[config.mk]
export PLATFORM = sky130hd
export DESIGN_NAME = bidir_bus_ctrl
export DESIGN_NICKNAME = d
export VERILOG_FILES = /design/src/rtl/bidir_pkg.sv /design/src/rtl/bidir_turn_cnt.sv /design/src/rtl/bidir_bus_ctrl.sv
export SDC_FILE = /design/constraint.sdc
export NUM_CORES = 1
export LEC_CHECK = 0
export CORE_MARGIN = 2
export CORE_UTILIZATION = 35
export DETAILED_ROUTE_END_ITERATION = 8
export GPL_TIMING_DRIVEN = 0
export PLACE_DENSITY = 0.67
export SLEW_MARGIN = 20
export SYNTH_ARGS = -nofsm -noshare
export SYNTH_HDL_FRONTEND = slang
export SYNTH_SLANG_ARGS = --single-unit
[constraint.sdc]
create_clock -name clk -period 2.1 [get_ports clk]
set_clock_uncertainty 0.15 [all_clocks]
set_input_delay 0.63 -clock clk [delete_from_list [all_inputs] [get_ports clk]]
set_output_delay 0.63 -clock clk [all_outputs]
set_load 0.02 [all_outputs]
[src/rtl/bidir_pkg.sv]
// Shared types and limits for the half-duplex bus controller.
package bidir_pkg;

   typedef enum logic [1:0] {
      ST_IDLE   = 2'd0,
      ST_DRIVE  = 2'd1,
      ST_TURN   = 2'd2,
      ST_SAMPLE = 2'd3
   } state_t;

   localparam int unsigned DATA_W_DEF   = 8;
   localparam int unsigned TURN_CYC_MIN = 1;
   localparam int unsigned TURN_CYC_MAX = 15;
   localparam int unsigned CNT_W        = 4;

endpackage

[src/rtl/bidir_turn_cnt.sv]
// Turnaround down-counter: load, decrement, zero flag.
module bidir_turn_cnt import bidir_pkg::*; (
   input  logic             clk,
   input  logic             rst,
   input  logic             load,
   input  logic [CNT_W-1:0] load_val,
   input  logic             dec,
   output logic             zero
);

   logic [CNT_W-1:0] count;

   always_ff @(posedge clk or posedge rst) begin
      if (rst) begin
         count <= '0;
      end else if (load) begin
         count <= load_val;
      end else if (dec && (count != '0)) begin
         count <= count - CNT_W'(1);
      end
   end

   assign zero = (count == '0);

endmodule

[src/rtl/bidir_bus_ctrl.sv]
// Half-duplex bus controller: drive / turnaround / sample sequencing.
// Optional loopback checker enabled by BIDIR_BUS_LOOPBACK_CHECK_EN (adds err).
module bidir_bus_ctrl import bidir_pkg::*; #(
   parameter int unsigned DATA_W   = DATA_W_DEF,
   parameter int unsigned TURN_CYC = 1
) (
   input  logic              clk,
   input  logic              rst,
   input  logic              wr_valid,
   input  logic [DATA_W-1:0] wr_data,
   output logic              wr_ready,
   input  logic              rd_req,
   output logic              rd_valid,
   output logic [DATA_W-1:0] rd_data,
   output logic              oe,
   output logic [DATA_W-1:0] bus_out,
   input  logic [DATA_W-1:0] bus_in,
   output logic              busy
`ifdef BIDIR_BUS_LOOPBACK_CHECK_EN
   ,output logic             err
`endif
);

   // Counter holds remaining TURN cycles minus one, so zero means last TURN cycle.
   localparam logic [CNT_W-1:0] TURN_LOAD = CNT_W'(TURN_CYC - 1);

   state_t state_q, state_d;
   logic   take_wr, capture, load_cnt, dec_cnt, cnt_zero;

   bidir_turn_cnt u_turn_cnt (
      .clk      (clk),
      .rst      (rst),
      .load     (load_cnt),
      .load_val (TURN_LOAD),
      .dec      (dec_cnt),
      .zero     (cnt_zero)
   );

   always_comb begin
      state_d  = state_q;
      take_wr  = 1'b0;
      capture  = 1'b0;
      load_cnt = 1'b0;
      dec_cnt  = 1'b0;
      case (state_q)
         ST_IDLE: begin
            // A write beats a simultaneous read request; the read is dropped.
            if (wr_valid) begin
               take_wr = 1'b1;
               state_d = ST_DRIVE;
            end else if (rd_req) begin
               state_d = ST_SAMPLE;
            end
         end
         ST_DRIVE: begin
            load_cnt = 1'b1;
            state_d  = ST_TURN;
         end
         ST_TURN: begin
            if (cnt_zero) state_d = ST_IDLE;
            else          dec_cnt = 1'b1;
         end
         ST_SAMPLE: begin
            capture = 1'b1;
            state_d = ST_IDLE;
         end
         default: state_d = ST_IDLE;
      endcase
   end

   always_ff @(posedge clk or posedge rst) begin
      if (rst) begin
         state_q  <= ST_IDLE;
         oe       <= 1'b0;
         bus_out  <= '0;
         rd_data  <= '0;
         rd_valid <= 1'b0;
      end else begin
         state_q  <= state_d;
         oe       <= (state_d == ST_DRIVE);
         rd_valid <= capture;
         if (take_wr) bus_out <= wr_data;
         if (capture) rd_data <= bus_in;
      end
   end

   assign wr_ready = (state_q == ST_IDLE);
   assign busy     = (state_q != ST_IDLE);

`ifdef BIDIR_BUS_LOOPBACK_CHECK_EN
   logic after_drive;

   always_ff @(posedge clk or posedge rst) begin
      if (rst) begin
         after_drive <= 1'b0;
         err         <= 1'b0;
      end else begin
         after_drive <= (state_q == ST_DRIVE);
         if (after_drive && (bus_in != bus_out)) err <= 1'b1;
      end
   end
`endif

endmodule

==> results.yml <==
worst_setup_path:
  end_kind: "output port"
  cp_num_buf_inv: 1
  critPathArrivalTime_ns: 1.27
  path_max_fanout: 1
  crit_family: "buffers and inverters"
  reg2regPathDepth: 3
  r2r_start: "state_q[1]"
  cp-start-kind: "register"
  rrSetupSlack_ns: 0.51
  path_cells: "clkdlybuf4s50_1"
  crit_slowest_cell: "clkdlybuf4s50_1"
  rr_endpoint: "bus_out[2]"
  path_class: "register to output port"
  worstPathRequired_ns: 1.32
  cp_slowest_stage_delay_ns: 0.60
pwr:
  netSwitchingPower_uw: 737
  combPwrFrac_pct: 52.1
  p_per_area_nw_per_um2: 1360
  p_leak_nw: 0.800
  p_int_mw: 1.30
  clock_power_share_pct: 11.7
  p_seq_share_pct: 36.1
  ir_drop_mv: 0.744
  swShare_pct: 36.2
route:
  drt_wl_total_mm: 1.84
  route.vias.total: 721
  drtPass1Iterations: 2
  via_per_inst: 4.84
  ant_nets: 0
  drc: 0
  wl_per_cell_um: 12.4
  drt_iter0_markers: 12
global_routing:
  antenna_found_initial: 0
  grt_start_max_net_pins: 25
  grt_pass1_vias: 702
  grt-ovfl-total: 0
  track_usage_pct: 12.1
  grt_first_pass_wirelength_mm: 3.05
cts:
  h-tree-depth: 1
  cts_buffer_depth: 2
  clkTransAtPathRegs_ns: 0.13
  clk_latency_ns: 0.31
  cts_hold_buf: 0
  cts_resized: 9
  tritoncts: "built"
  cts_root_buffer: "clkbuf_4"
  numCtsBuffers: 3
  cts_num_sinks: 24
  postCtsSetupBuffers: 0
synthesis:
  synth_top_cell_by_area: "dfrtp_1"
  yosysWarnings: 0
  synth-seq-cells: 24
  syn_inst: 75
  syn_area_um2: 992
  syn_area_per_cell_um2: 13.2
  syn_nets: 97
  synth.distinct_cells: 20
  ys_seq_area_share_pct: 60.5
  synth_area_leaders: "dfrtp_1, mux2_2, inv_1, ha_1, mux2i_1"
  synth_top_area_share_pct: 60.5
sta:
  hold_viol: 0
  fmax_mhz: 488
  setup_slack_ns: 0.0495
  post-route-period-util_pct: 97.6
  relSlewSlack_pct: 41.4
  grt_setup_unrepaired: "no"
  hold_slack_ns: 0.368
  setup-tns-final_ns: 0
  fin_crit_ns: 2.05
  setup_violations: 0
  tightest_slew_ns: 0.879
  drv_slew: 0
min_path:
  hold_start: "bus_out[6]"
  hold-path-cell-count: 1
  hold_end: "bus_out[6]"
  hp-class: "register to register"
finish:
  drive_gt1_share_pct: 22.0
  nets: 141
  nFillCells: 260
  instances_no_fill: 149
  syn2layout_area_growth_pct: 51.2
  finish.instance_area_um2: 1500
  num_antenna_cells: 0
placement:
  dp.cells: 145
  place_area_um2: 1420
  gp_congestion: 0.802
  pre_cts_slack_ns: -0.165
  port_buffers: 39
  dp_hpwl_mm: 1.37
die:
  ioPinCount: 40
  die_width_um: 57.2
  dieArea_um2: 3280
  start_util_pct: 36.3
  die_h_um: 57.2
  rows: 19
  coreArea_um2: 2730
run:
  maxCapViolCount: 0
run_status:
  status: "finished, final reports clean"
==> state kept, by name, indices dropped and copies added (netlist names) <==
signal            flops
oe                    1
u_turn_cnt.count      4
rd_data               8
rd_valid              1
state_q               2
bus_out               8
==> cell usage in the layout (no fill, tap or decap), drive strengths merged <==
master and instances:
nand2 5, nand3 1, nor2 4, or3 1, a21oi 1, o32ai 1
dlymetal6s2s 15, mux2i 2, o21ai 2, buf 2, nor2b 2, dlygate4sd2 1
ha 2, nand4 1, clkdlybuf4s50 21, mux2 16, clkdlybuf4s15 1, dfrtp 24
nand2b 2, inv 7, o211ai 1, nor3 1, clkbuf 5
==> metrics by stage <==
step / util [%] / total power, mW
after floorplan: - / 1.35
after global placement: 52.0 / 1.83
after detailed placement: 52.0 / 1.86
after CTS: 53.6 / 2.11
after global routing: 54.9 / 2.16
final: 54.9 / 2.03
==> cells in the mapped netlist <==
cell type	instances
buf_6	1
nand2b_1	2
or3_1	1
ha_1	2
nor3_4	1
o21ai_1	1
dfrtp_1	24
nand2_1	5
inv_1	7
nand3_1	1
o21ai_0	1
nand4_1	1
nor2b_1	2
mux2i_1	2
o32ai_1	1
mux2_2	16
a21oi_1	1
o211ai_1	1
nor2_1	4
buf_2	1
==> how the worst max path moves through the flow <==
stage / from / endpoint / depth (start not counted)
2_1_floorplan: state_q[0] / busy / 3
3_3_place_gp: wr_valid / bus_out[7] / 4
3_5_place_dp: wr_valid / bus_out[2] / 4
4_1_cts: rd_data[1] / rd_data[1] / 1
5_1_grt: state_q[0] / wr_ready / 3
6_report: oe / oe / 1
==> power by group through the flow <==
stage	logic (mW)	clock network (mW)	registers (mW)
after floorplan	0.394	0	0.959
after global placement	1.09	0	0.741
after detailed placement	1.10	0	0.752
after CTS	1.11	0.251	0.743
after global routing	1.13	0.271	0.758
final	1.06	0.239	0.735
==> logic make-up after synthesis <==
logic type	count (synthesis)	share of synthesized area (%)
fa+ha+maj	2	2.52
mux	18	20.2
compound gates	5	3.15
simple gates	17	9.33
flops	24	60.5
buf+inv	9	4.29
==> routing by layer <==
metal | up-vias | GRT usage, % | wire [um]
met5 | - | 0 | 0
met2 | 19 | 20.0 | 939
li1 | 334 | - | -
met4 | 0 | 4.98 | 29
met3 | 4 | 3.63 | 101
met1 | 364 | 14.7 | 775
==> layout make-up <==
type	instances	area [um^2]	share of cell area, %
tap	31	38.8	2.59
clock buffer	4	36.3	2.42
inverter	7	26.3	1.75
buffer	2	18.8	1.25
sequential	24	601	40.0
multi-input combinational	42	357	23.8
timing repair buffer	39	423	28.2
Note: power is estimated with default switching activity, not from simulation.
